$ cat src/rtl/branch_insn_encoder_if.sv
// Handshake bundle for branch_insn_encoder.
//   Request side : in_valid/in_ready plus the branch description
//                  (in_funct3, in_rs1, in_rs2, in_offset).
//   Result side  : out_valid/out_ready plus the encoded word (out_insn)
//                  and its error code (out_err).
// slave  : the encoder's view (consumes requests, produces results).
// master : the environment's view (produces requests, consumes results).
interface branch_insn_encoder_if;
  logic        in_valid;
  logic        in_ready;
  logic [2:0]  in_funct3;
  logic [4:0]  in_rs1;
  logic [4:0]  in_rs2;
  logic [12:0] in_offset;
  logic        out_valid;
  logic        out_ready;
  logic [31:0] out_insn;
  logic [1:0]  out_err;

  modport slave (
    input  in_valid, in_funct3, in_rs1, in_rs2, in_offset, out_ready,
    output in_ready, out_valid, out_insn, out_err
  );

  modport master (
    output in_valid, in_funct3, in_rs1, in_rs2, in_offset, out_ready,
    input  in_ready, out_valid, out_insn, out_err
  );
endinterface

$ cat src/rtl/branch_insn_encoder.sv
// branch_insn_encoder: builds RV32I B-type instruction words from a branch
// description and queues them in a 2-entry output FIFO.
// Ports:
//   clk       : rising-edge clock
//   reset     : synchronous, active-high reset
//   bus       : branch_insn_encoder_if.slave (request and result handshakes)
//   err_count : saturating count of accepted requests carrying an error
// Illegal funct3 (010/011) and misaligned offsets are flagged in out_err and
// the stored word is forced to zero so a bad request never looks like a
// legal branch downstream.
module branch_insn_encoder #(
  parameter int IALIGN    = 32,
  parameter int ERR_CNT_W = 8
) (
  input  logic                 clk,
  input  logic                 reset,
  branch_insn_encoder_if.slave bus,
  output logic [ERR_CNT_W-1:0] err_count
);

  typedef enum logic [1:0] {
    OCC_EMPTY = 2'd0,
    OCC_ONE   = 2'd1,
    OCC_FULL  = 2'd2
  } occ_e;

  localparam logic [ERR_CNT_W-1:0] ERR_CNT_ONE = {{(ERR_CNT_W-1){1'b0}}, 1'b1};
  localparam logic [ERR_CNT_W-1:0] ERR_CNT_MAX = {ERR_CNT_W{1'b1}};

  // bit0: reserved funct3 encoding, bit1: offset violates IALIGN
  function automatic logic [1:0] calc_err(input logic [2:0] f3, input logic [12:0] off);
    logic [1:0] e;
    e[0] = (f3 == 3'b010) || (f3 == 3'b011);
    if (IALIGN == 32) begin
      e[1] = (off[1:0] != 2'b00);
    end else begin
      e[1] = off[0];
    end
    return e;
  endfunction

  // B-type layout; off[0] is implicit and never stored
  function automatic logic [31:0] encode_b(input logic [2:0] f3, input logic [4:0] rs1,
                                           input logic [4:0] rs2, input logic [12:0] off);
    return {off[12], off[10:5], rs2, rs1, f3, off[4:1], off[11], 7'b1100011};
  endfunction

  occ_e                 occ_q, occ_d;
  logic [31:0]          head_insn_q, head_insn_d;
  logic [1:0]           head_err_q, head_err_d;
  logic [31:0]          tail_insn_q, tail_insn_d;
  logic [1:0]           tail_err_q, tail_err_d;
  logic                 in_ready_q, in_ready_d;
  logic                 out_valid_q, out_valid_d;
  logic [ERR_CNT_W-1:0] err_count_q, err_count_d;

  logic [1:0]  new_err_s;
  logic [31:0] new_insn_s;
  logic        push_s;
  logic        pop_s;

  assign new_err_s  = calc_err(bus.in_funct3, bus.in_offset);
  assign new_insn_s = (new_err_s != 2'b00) ? 32'h0000_0000
                      : encode_b(bus.in_funct3, bus.in_rs1, bus.in_rs2, bus.in_offset);
  assign push_s     = bus.in_valid & in_ready_q;
  assign pop_s      = out_valid_q & bus.out_ready;

  // Occupancy next-state, FIFO storage update and error counter
  always_comb begin
    occ_d       = occ_q;
    head_insn_d = head_insn_q;
    head_err_d  = head_err_q;
    tail_insn_d = tail_insn_q;
    tail_err_d  = tail_err_q;
    err_count_d = err_count_q;

    case (occ_q)
      OCC_EMPTY: begin
        if (push_s) begin
          head_insn_d = new_insn_s;
          head_err_d  = new_err_s;
          occ_d       = OCC_ONE;
        end else begin
          occ_d = OCC_EMPTY;
        end
      end
      OCC_ONE: begin
        if (push_s && pop_s) begin
          // head leaves as the new word arrives: it becomes the head directly
          head_insn_d = new_insn_s;
          head_err_d  = new_err_s;
          occ_d       = OCC_ONE;
        end else if (push_s) begin
          tail_insn_d = new_insn_s;
          tail_err_d  = new_err_s;
          occ_d       = OCC_FULL;
        end else if (pop_s) begin
          // head keeps the departed word so outputs hold their last value
          occ_d = OCC_EMPTY;
        end else begin
          occ_d = OCC_ONE;
        end
      end
      OCC_FULL: begin
        // push cannot happen here because in_ready is low
        if (pop_s) begin
          head_insn_d = tail_insn_q;
          head_err_d  = tail_err_q;
          occ_d       = OCC_ONE;
        end else begin
          occ_d = OCC_FULL;
        end
      end
      default: begin
        occ_d = OCC_EMPTY;
      end
    endcase

    if (push_s && (new_err_s != 2'b00) && (err_count_q != ERR_CNT_MAX)) begin
      err_count_d = err_count_q + ERR_CNT_ONE;
    end else begin
      err_count_d = err_count_q;
    end

    // handshake flags are registered from the next occupancy
    in_ready_d  = (occ_d != OCC_FULL);
    out_valid_d = (occ_d != OCC_EMPTY);
  end

  // State and output registers with synchronous reset
  always_ff @(posedge clk) begin
    if (reset) begin
      occ_q       <= OCC_EMPTY;
      head_insn_q <= 32'h0000_0000;
      head_err_q  <= 2'b00;
      tail_insn_q <= 32'h0000_0000;
      tail_err_q  <= 2'b00;
      in_ready_q  <= 1'b1;
      out_valid_q <= 1'b0;
      err_count_q <= {ERR_CNT_W{1'b0}};
    end else begin
      occ_q       <= occ_d;
      head_insn_q <= head_insn_d;
      head_err_q  <= head_err_d;
      tail_insn_q <= tail_insn_d;
      tail_err_q  <= tail_err_d;
      in_ready_q  <= in_ready_d;
      out_valid_q <= out_valid_d;
      err_count_q <= err_count_d;
    end
  end

  assign bus.in_ready  = in_ready_q;
  assign bus.out_valid = out_valid_q;
  assign bus.out_insn  = head_insn_q;
  assign bus.out_err   = head_err_q;
  assign err_count     = err_count_q;

endmodule

$ cat src/flat_wrapper.sv
// flat-port wrapper written by rule: the top's interface ports become plain ports
module branch_insn_encoder_flat 
#(
  parameter int IALIGN    = 32,
  parameter int ERR_CNT_W = 8
)
  (clk, reset, err_count, bus_in_valid, bus_in_funct3, bus_in_rs1, bus_in_rs2, bus_in_offset, bus_out_ready, bus_in_ready, bus_out_valid, bus_out_insn, bus_out_err);
  branch_insn_encoder_if bus_i ();
  input  logic clk;
  input  logic reset;
  output logic [ERR_CNT_W-1:0] err_count;
  input wire logic [$bits(bus_i.in_valid)-1:0] bus_in_valid;
  input wire logic [$bits(bus_i.in_funct3)-1:0] bus_in_funct3;
  input wire logic [$bits(bus_i.in_rs1)-1:0] bus_in_rs1;
  input wire logic [$bits(bus_i.in_rs2)-1:0] bus_in_rs2;
  input wire logic [$bits(bus_i.in_offset)-1:0] bus_in_offset;
  input wire logic [$bits(bus_i.out_ready)-1:0] bus_out_ready;
  output wire logic [$bits(bus_i.in_ready)-1:0] bus_in_ready;
  output wire logic [$bits(bus_i.out_valid)-1:0] bus_out_valid;
  output wire logic [$bits(bus_i.out_insn)-1:0] bus_out_insn;
  output wire logic [$bits(bus_i.out_err)-1:0] bus_out_err;
  assign bus_i.in_valid = bus_in_valid;
  assign bus_i.in_funct3 = bus_in_funct3;
  assign bus_i.in_rs1 = bus_in_rs1;
  assign bus_i.in_rs2 = bus_in_rs2;
  assign bus_i.in_offset = bus_in_offset;
  assign bus_i.out_ready = bus_out_ready;
  assign bus_in_ready = bus_i.in_ready;
  assign bus_out_valid = bus_i.out_valid;
  assign bus_out_insn = bus_i.out_insn;
  assign bus_out_err = bus_i.out_err;
  branch_insn_encoder #(.IALIGN(IALIGN), .ERR_CNT_W(ERR_CNT_W)) u_core (.clk(clk), .reset(reset), .bus(bus_i), .err_count(err_count));
endmodule
$ cat config.mk
export PLATFORM = sky130hd
export DESIGN_NAME = branch_insn_encoder_flat
export DESIGN_NICKNAME = d
export VERILOG_FILES = /design/src/rtl/branch_insn_encoder_if.sv /design/src/rtl/branch_insn_encoder.sv /design/src/flat_wrapper.sv
export SDC_FILE = /design/constraint.sdc
export NUM_CORES = 1
export LEC_CHECK = 0
export ABC_AREA = 1
export BUFFER_PORTS_ARGS = -buffer_cell sky130_fd_sc_hd__buf_2
export CAP_MARGIN = 15
export CORE_MARGIN = 5
export CORE_UTILIZATION = 31
export CTS_BUF_LIST = sky130_fd_sc_hd__clkbuf_16
export CTS_CLUSTER_SIZE = 24
export DETAILED_ROUTE_END_ITERATION = 10
export HOLD_SLACK_MARGIN = 0.1
export PLACE_DENSITY_LB_ADDON = 0.3
export SETUP_SLACK_MARGIN = 0.2
export SYNTH_ARGS = -nofsm -noshare
export SYNTH_HDL_FRONTEND = slang
export SYNTH_SLANG_ARGS = --single-unit
$ cat constraint.sdc
create_clock -name clk -period 2.53 [get_ports clk]
set_input_delay 0.253 -clock clk [delete_from_list [all_inputs] [get_ports clk]]
set_output_delay 0.253 -clock clk [all_outputs]
set_load 0.01 [all_outputs]
# ---- Yosys cells after proc, flatten, opt, wreduce, memory -nomap -nowiden
# Index checks and enable logic that the tools add are counted.
dict set report word_totals {
  regBits 80
  inputBits 30
  word_cells 47
}
dict set report classes {
  n_addsub 1
  n_eq_ne 9
  mux 15
  n_bitwise 3
  n_reduce_logical 11
}
# op n
set op_table {}
lappend op_table {{two-way mux 32 bit} 4}
lappend op_table {{one-hot mux 32 bit (3 select lines)} 1}
lappend op_table {{two-way mux 2 bit} 6}
lappend op_table {{one-hot mux 2 bit (3 select lines)} 2}
lappend op_table {{adder 8 x 1 -> 8 bit, second input constant} 1}
lappend op_table {{inequality test 8 bit, second input constant} 1}
lappend op_table {{equality test 3 x 2 -> 1 bit, second input constant} 2}
lappend op_table {{inequality test 2 x 1 -> 1 bit, second input constant} 3}
lappend op_table {{nonzero test 2 bit} 3}
lappend op_table {{AND reduction 4 bit} 1}
lappend op_table {{logical AND 1 bit} 3}
lappend op_table {{AND reduction 3 bit} 1}
lappend op_table {{nonzero test 3 bit} 1}
lappend op_table {{bitwise AND 1 bit} 2}
lappend op_table {{equality test 2 x 1 -> 1 bit, second input constant} 1}
lappend op_table {{equality test 2 bit, second input constant} 1}
lappend op_table {{zero test 2 bit} 1}
lappend op_table {{two-way mux 1 bit} 2}
lappend op_table {{inequality test 2 bit, second input constant} 1}
lappend op_table {{logical OR 1 bit} 1}
lappend op_table {{NOT 1 bit} 1}

# ---- Depth between registers and ports, before layout
dict set report logic_depth {
  ltp_word 6
  ltp_mapped 8
  ltp_nobuf 8
}

# ---- Least setup slack after synthesis
# Ideal clock, no wire load.
dict set report synth_path {
  kind {register to register}
  from {register u_core.err_count_q[1] (netlist: u_core.err_count[1])}
  to {register u_core.err_count_q[5] (netlist: u_core.err_count[5])}
  arrival_ns 1.265
  path_slack_ns 1.195
  stages_incl_launch_ff 8
  synth_period_minus_slack_ns 1.335
  path_cell_list {dfxtp_1 ha_1 nand2_1 inv_1 nand3_1 nand2_2 nand2_1 a21oi_1}
}
dict set report synth_between {
  elab_chain_cells 2
  elab_cells_between_ends 3
  cone_classes {add/sub: 1; eq/ne: 1; reduce/logical: 1}
}
# element line_no
set synth_lines {}
lappend synth_lines {{start, declared} branch_insn_encoder.sv:55} ;# logic [ERR_CNT_W-1:0] err_count_q, err_count_d;
lappend synth_lines {{start signal, assigned} branch_insn_encoder.sv:140} ;# err_count_q <= {ERR_CNT_W{1'b0}};
lappend synth_lines {{start signal, assigned} branch_insn_encoder.sv:149} ;# err_count_q <= err_count_d;
lappend synth_lines {{branches (longest 2 deep; another with adder 8 x 1 -> 8 bit)} -}
# Several ways; the timed one is not identified.
# A chain may end at the register's enable or synchronous reset.

# ---- Worst setup path in the final report
dict set report layout_path {
  from {register u_core.occ_q[1]}
  to {register u_core.occ_q[1]}
}
dict set report layout_between {
  elab_chain_cells 2
  elab_cells_between_ends 4
  cone_classes {eq/ne: 2; mux: 1; reduce/logical: 1}
}
# element line_no
set layout_lines {}
lappend layout_lines {{start, declared} branch_insn_encoder.sv:48} ;# occ_e occ_q, occ_d;
lappend layout_lines {{start signal, assigned} branch_insn_encoder.sv:133} ;# occ_q <= OCC_EMPTY;
lappend layout_lines {{start signal, assigned} branch_insn_encoder.sv:142} ;# occ_q <= occ_d;
lappend layout_lines {{equality test 2 bit, or another cell as far along} branch_insn_encoder.sv:77} ;# case (occ_q)
lappend layout_lines {{one-hot mux 2 bit (3 select lines) *} branch_insn_encoder.sv:77}
# Every way passes the cells marked *; elsewhere a longest branch is shown, timed or not.

==> qor.txt <==
status: finished, final reports clean
Slew @ Worst Pin: 0.547 ns
CTS root buf: clkbuf_16
CTS tree: yes
setup_tns: 0 ns
design area: 3910 sq um
Die Span Y: 112 um
Yosys Warn Count: 0
commonest cells after routing, fill and taps aside: 114 x nand2_1, 89 x nor2_1, 70 x buf_2, 68 x dfxtp_1, 60 x inv_1
Tcrit/Tclk final: 70.0%
GRT overflow: 0
per-cell routed wire length: 11.6 um
vias in the first global route: 2821
IO Count: 74
Cell Area, Placed: 3620 sq um
Syn Std Cell Area: 3210 sq um
RSZ-0062 raised after global routing: no
Slew headroom: 63.5%
r2r setup slk: 0.76 ns
post-CTS sizing: 0
Routed met1 length: 3.74 mm
clock tree buffer depth: 2
Worst Hold Class: input port to register
leakage power: 1.91 nW
fin nets: 578
DP Wirelength: 5.29 mm
Worst R2R Path Depth: 6
most common cell after layout, fill and taps aside: nand2_1
post-layout min period: 1.77 ns
first-pass GRT wire length: 13.3 mm
starting density of the core: 31.4%
crit path kind: register to register
Cells after Synth: 489
pwr/cell area: 782 nW/um^2
crit path launch type: register
DIE WIDTH: 112 um
drt via density: 4.36
postcts setup bufs: 0
Clock Sinks: 68
Final setup violation count: 0
Post-CTS Hold Buffers: 0
wire length on met2: 3.74 mm
Setup crit end: u_core.occ_q[1]
gpl congestion: 0.809
P&R area growth vs syn: 21.6%
FF+latch count, synth: 68
core area: 10200 sq um
Seq/Total Area, Yosys: 42.4%
Fillers: 1106
CP Launch Point: u_core.occ_q[1]
fraction of layout cells with a size suffix above 1: 19.4%
Initial DRC Count: 152
CP arrival: 1.97 ns
I/O Buffers: 70
number of remaining DRC errors: 0
Antenna diodes: 0
First-pass DRT Iterations: 4
Final Hold Fails: 0
pin count of the biggest net entering global routing: 53
crit path max fanout: 31
H-Tree Depth: 3
clk_lat worst skew: 0.33 ns
CP Capture Type: register
Slew Limit Fails: 0
Routed Antenna Nets: 0
maxcap violations: 0
Worst-path clk slew: 0.05 ns
total CTS buffers: 9
# rows: 37
Max Clk Rate: 565 MHz
antenna violations before repair: 0
full die area: 12500 sq um
WL met3: 373 um
Vias: 2999
Yosys cell types: 26
highest metal used: met4
RR Endpoint: u_core.occ_q[1]
final wirelength: 7.98 mm
Post-Syn Area per Cell: 6.57 sq um
Clock Skew: 0.00644 ns
CP required: 2.73 ns
GRT Util Overall: 12.9%
Max IR drop VDD: 0.000280 V
r2r startpoint: u_core.occ_q[1]
cell families after synthesis:
group                    synth area share, %
flip-flops                              42.4
other                                  0.117
AND/OR/NAND/NOR                         27.9
adder cells (fa/ha/maj)                0.390
AO/OA/AOI/OAI                           15.7
buffers and inverters                   13.2
XOR/XNOR                               0.273
per-stage QoR:
stage               util [%]  total power, mW  hold slack [ns]  worst slack [ns]  cells
floorplan                  -             1.70            0.417              1.20    491
global placement        35.4             1.87            0.433             0.754    672
detailed placement      35.4             1.88            0.438             0.720    672
CTS                     38.2             3.09            0.214             0.730    688
global route            38.2             3.23            0.235             0.567    688
finish                  38.2             3.05            0.216             0.760    688
state kept, by name, summed over array words and instances (netlist names):
| name | count |
|---|---|
| u_core.bus.in_ready | 1 |
| u_core.bus.out_err | 2 |
| u_core.bus.out_insn | 26 |
| u_core.bus.out_valid | 1 |
| u_core.err_count | 8 |
| u_core.occ_q | 2 |
| u_core.tail_err_q | 2 |
| u_core.tail_insn_q | 26 |
metal layers:
| metal | vias up | global-route usage, % |
|---|---|---|
| met4 | 0 | 5.11 |
| met5 | - | 0 |
| met3 | 10 | 3.80 |
| met1 | 1316 | 15.4 |
| li1 | 1614 | - |
| met2 | 59 | 21.8 |
cell usage after synthesis:
master / count / area [sq um]
a21oi_1: 57 / 285
a31oi_1: 3 / 18.8
buf_2: 18 / 90.1
buf_4: 8 / 60.1
buf_6: 1 / 11.3
clkbuf_1: 4 / 15.0
clkinv_2: 1 / 5.00
conb_1: 1 / 3.75
dfxtp_1: 68 / 1360
ha_1: 1 / 12.5
inv_1: 59 / 221
inv_2: 6 / 22.5
nand2_1: 114 / 428
nand2_2: 3 / 18.8
nand3_1: 9 / 45.0
nand3_2: 2 / 20.0
nand3b_1: 1 / 7.51
nand4_1: 3 / 18.8
nor2_1: 89 / 334
nor2_2: 2 / 12.5
nor2_4: 1 / 11.3
o21a_1: 1 / 7.51
o21ai_0: 9 / 45.0
o21ai_1: 26 / 130
o21ai_4: 1 / 16.3
xor2_1: 1 / 8.76
worst min path at each step:
| stage | startpoint | end | slack [ns] | cells past startpoint |
|---|---|---|---|---|
| 5_1_grt | reset | u_core.err_count[2] | 0.23 | 2 |
| 2_1_floorplan | bus_in_offset[1] | u_core.tail_err_q[1] | 0.42 | 2 |
| 4_1_cts | bus_in_offset[1] | u_core.tail_err_q[1] | 0.21 | 3 |
| 3_5_place_dp | u_core.tail_insn_q[8] | u_core.tail_insn_q[8] | 0.44 | 2 |
| 6_report | bus_in_offset[1] | u_core.tail_err_q[1] | 0.22 | 3 |
| 3_3_place_gp | u_core.tail_insn_q[8] | u_core.tail_insn_q[8] | 0.43 | 2 |
power breakdown:
part / total [mW] / switching (mW) / internal, mW
Clock: 1.20 / 0.448 / 0.749
Sequential: 1.26 / 0.0669 / 1.19
Combinational: 0.599 / 0.374 / 0.225
area by class of cell:
cell class	instances	area (sq um)	share of cell area [%]
timing repair buffer	76	408	10.4
sequential	68	1360	34.9
clock inverter	7	60.1	1.54
tap	136	170	4.36
clock buffer	9	225	5.77
inverter	66	249	6.38
multi-input combinational	326	1430	36.7
critical path, stage by stage, from the launching register on:
cell and delay [ns]:
dfxtp_1 0.44, nor2_1 0.09, nand3_2 0.06, buf_4 0.29
clkinv_2 0.42, a21oi_1 0.24, nor2_1 0.09
Note: power is estimated with default switching activity, not from simulation.
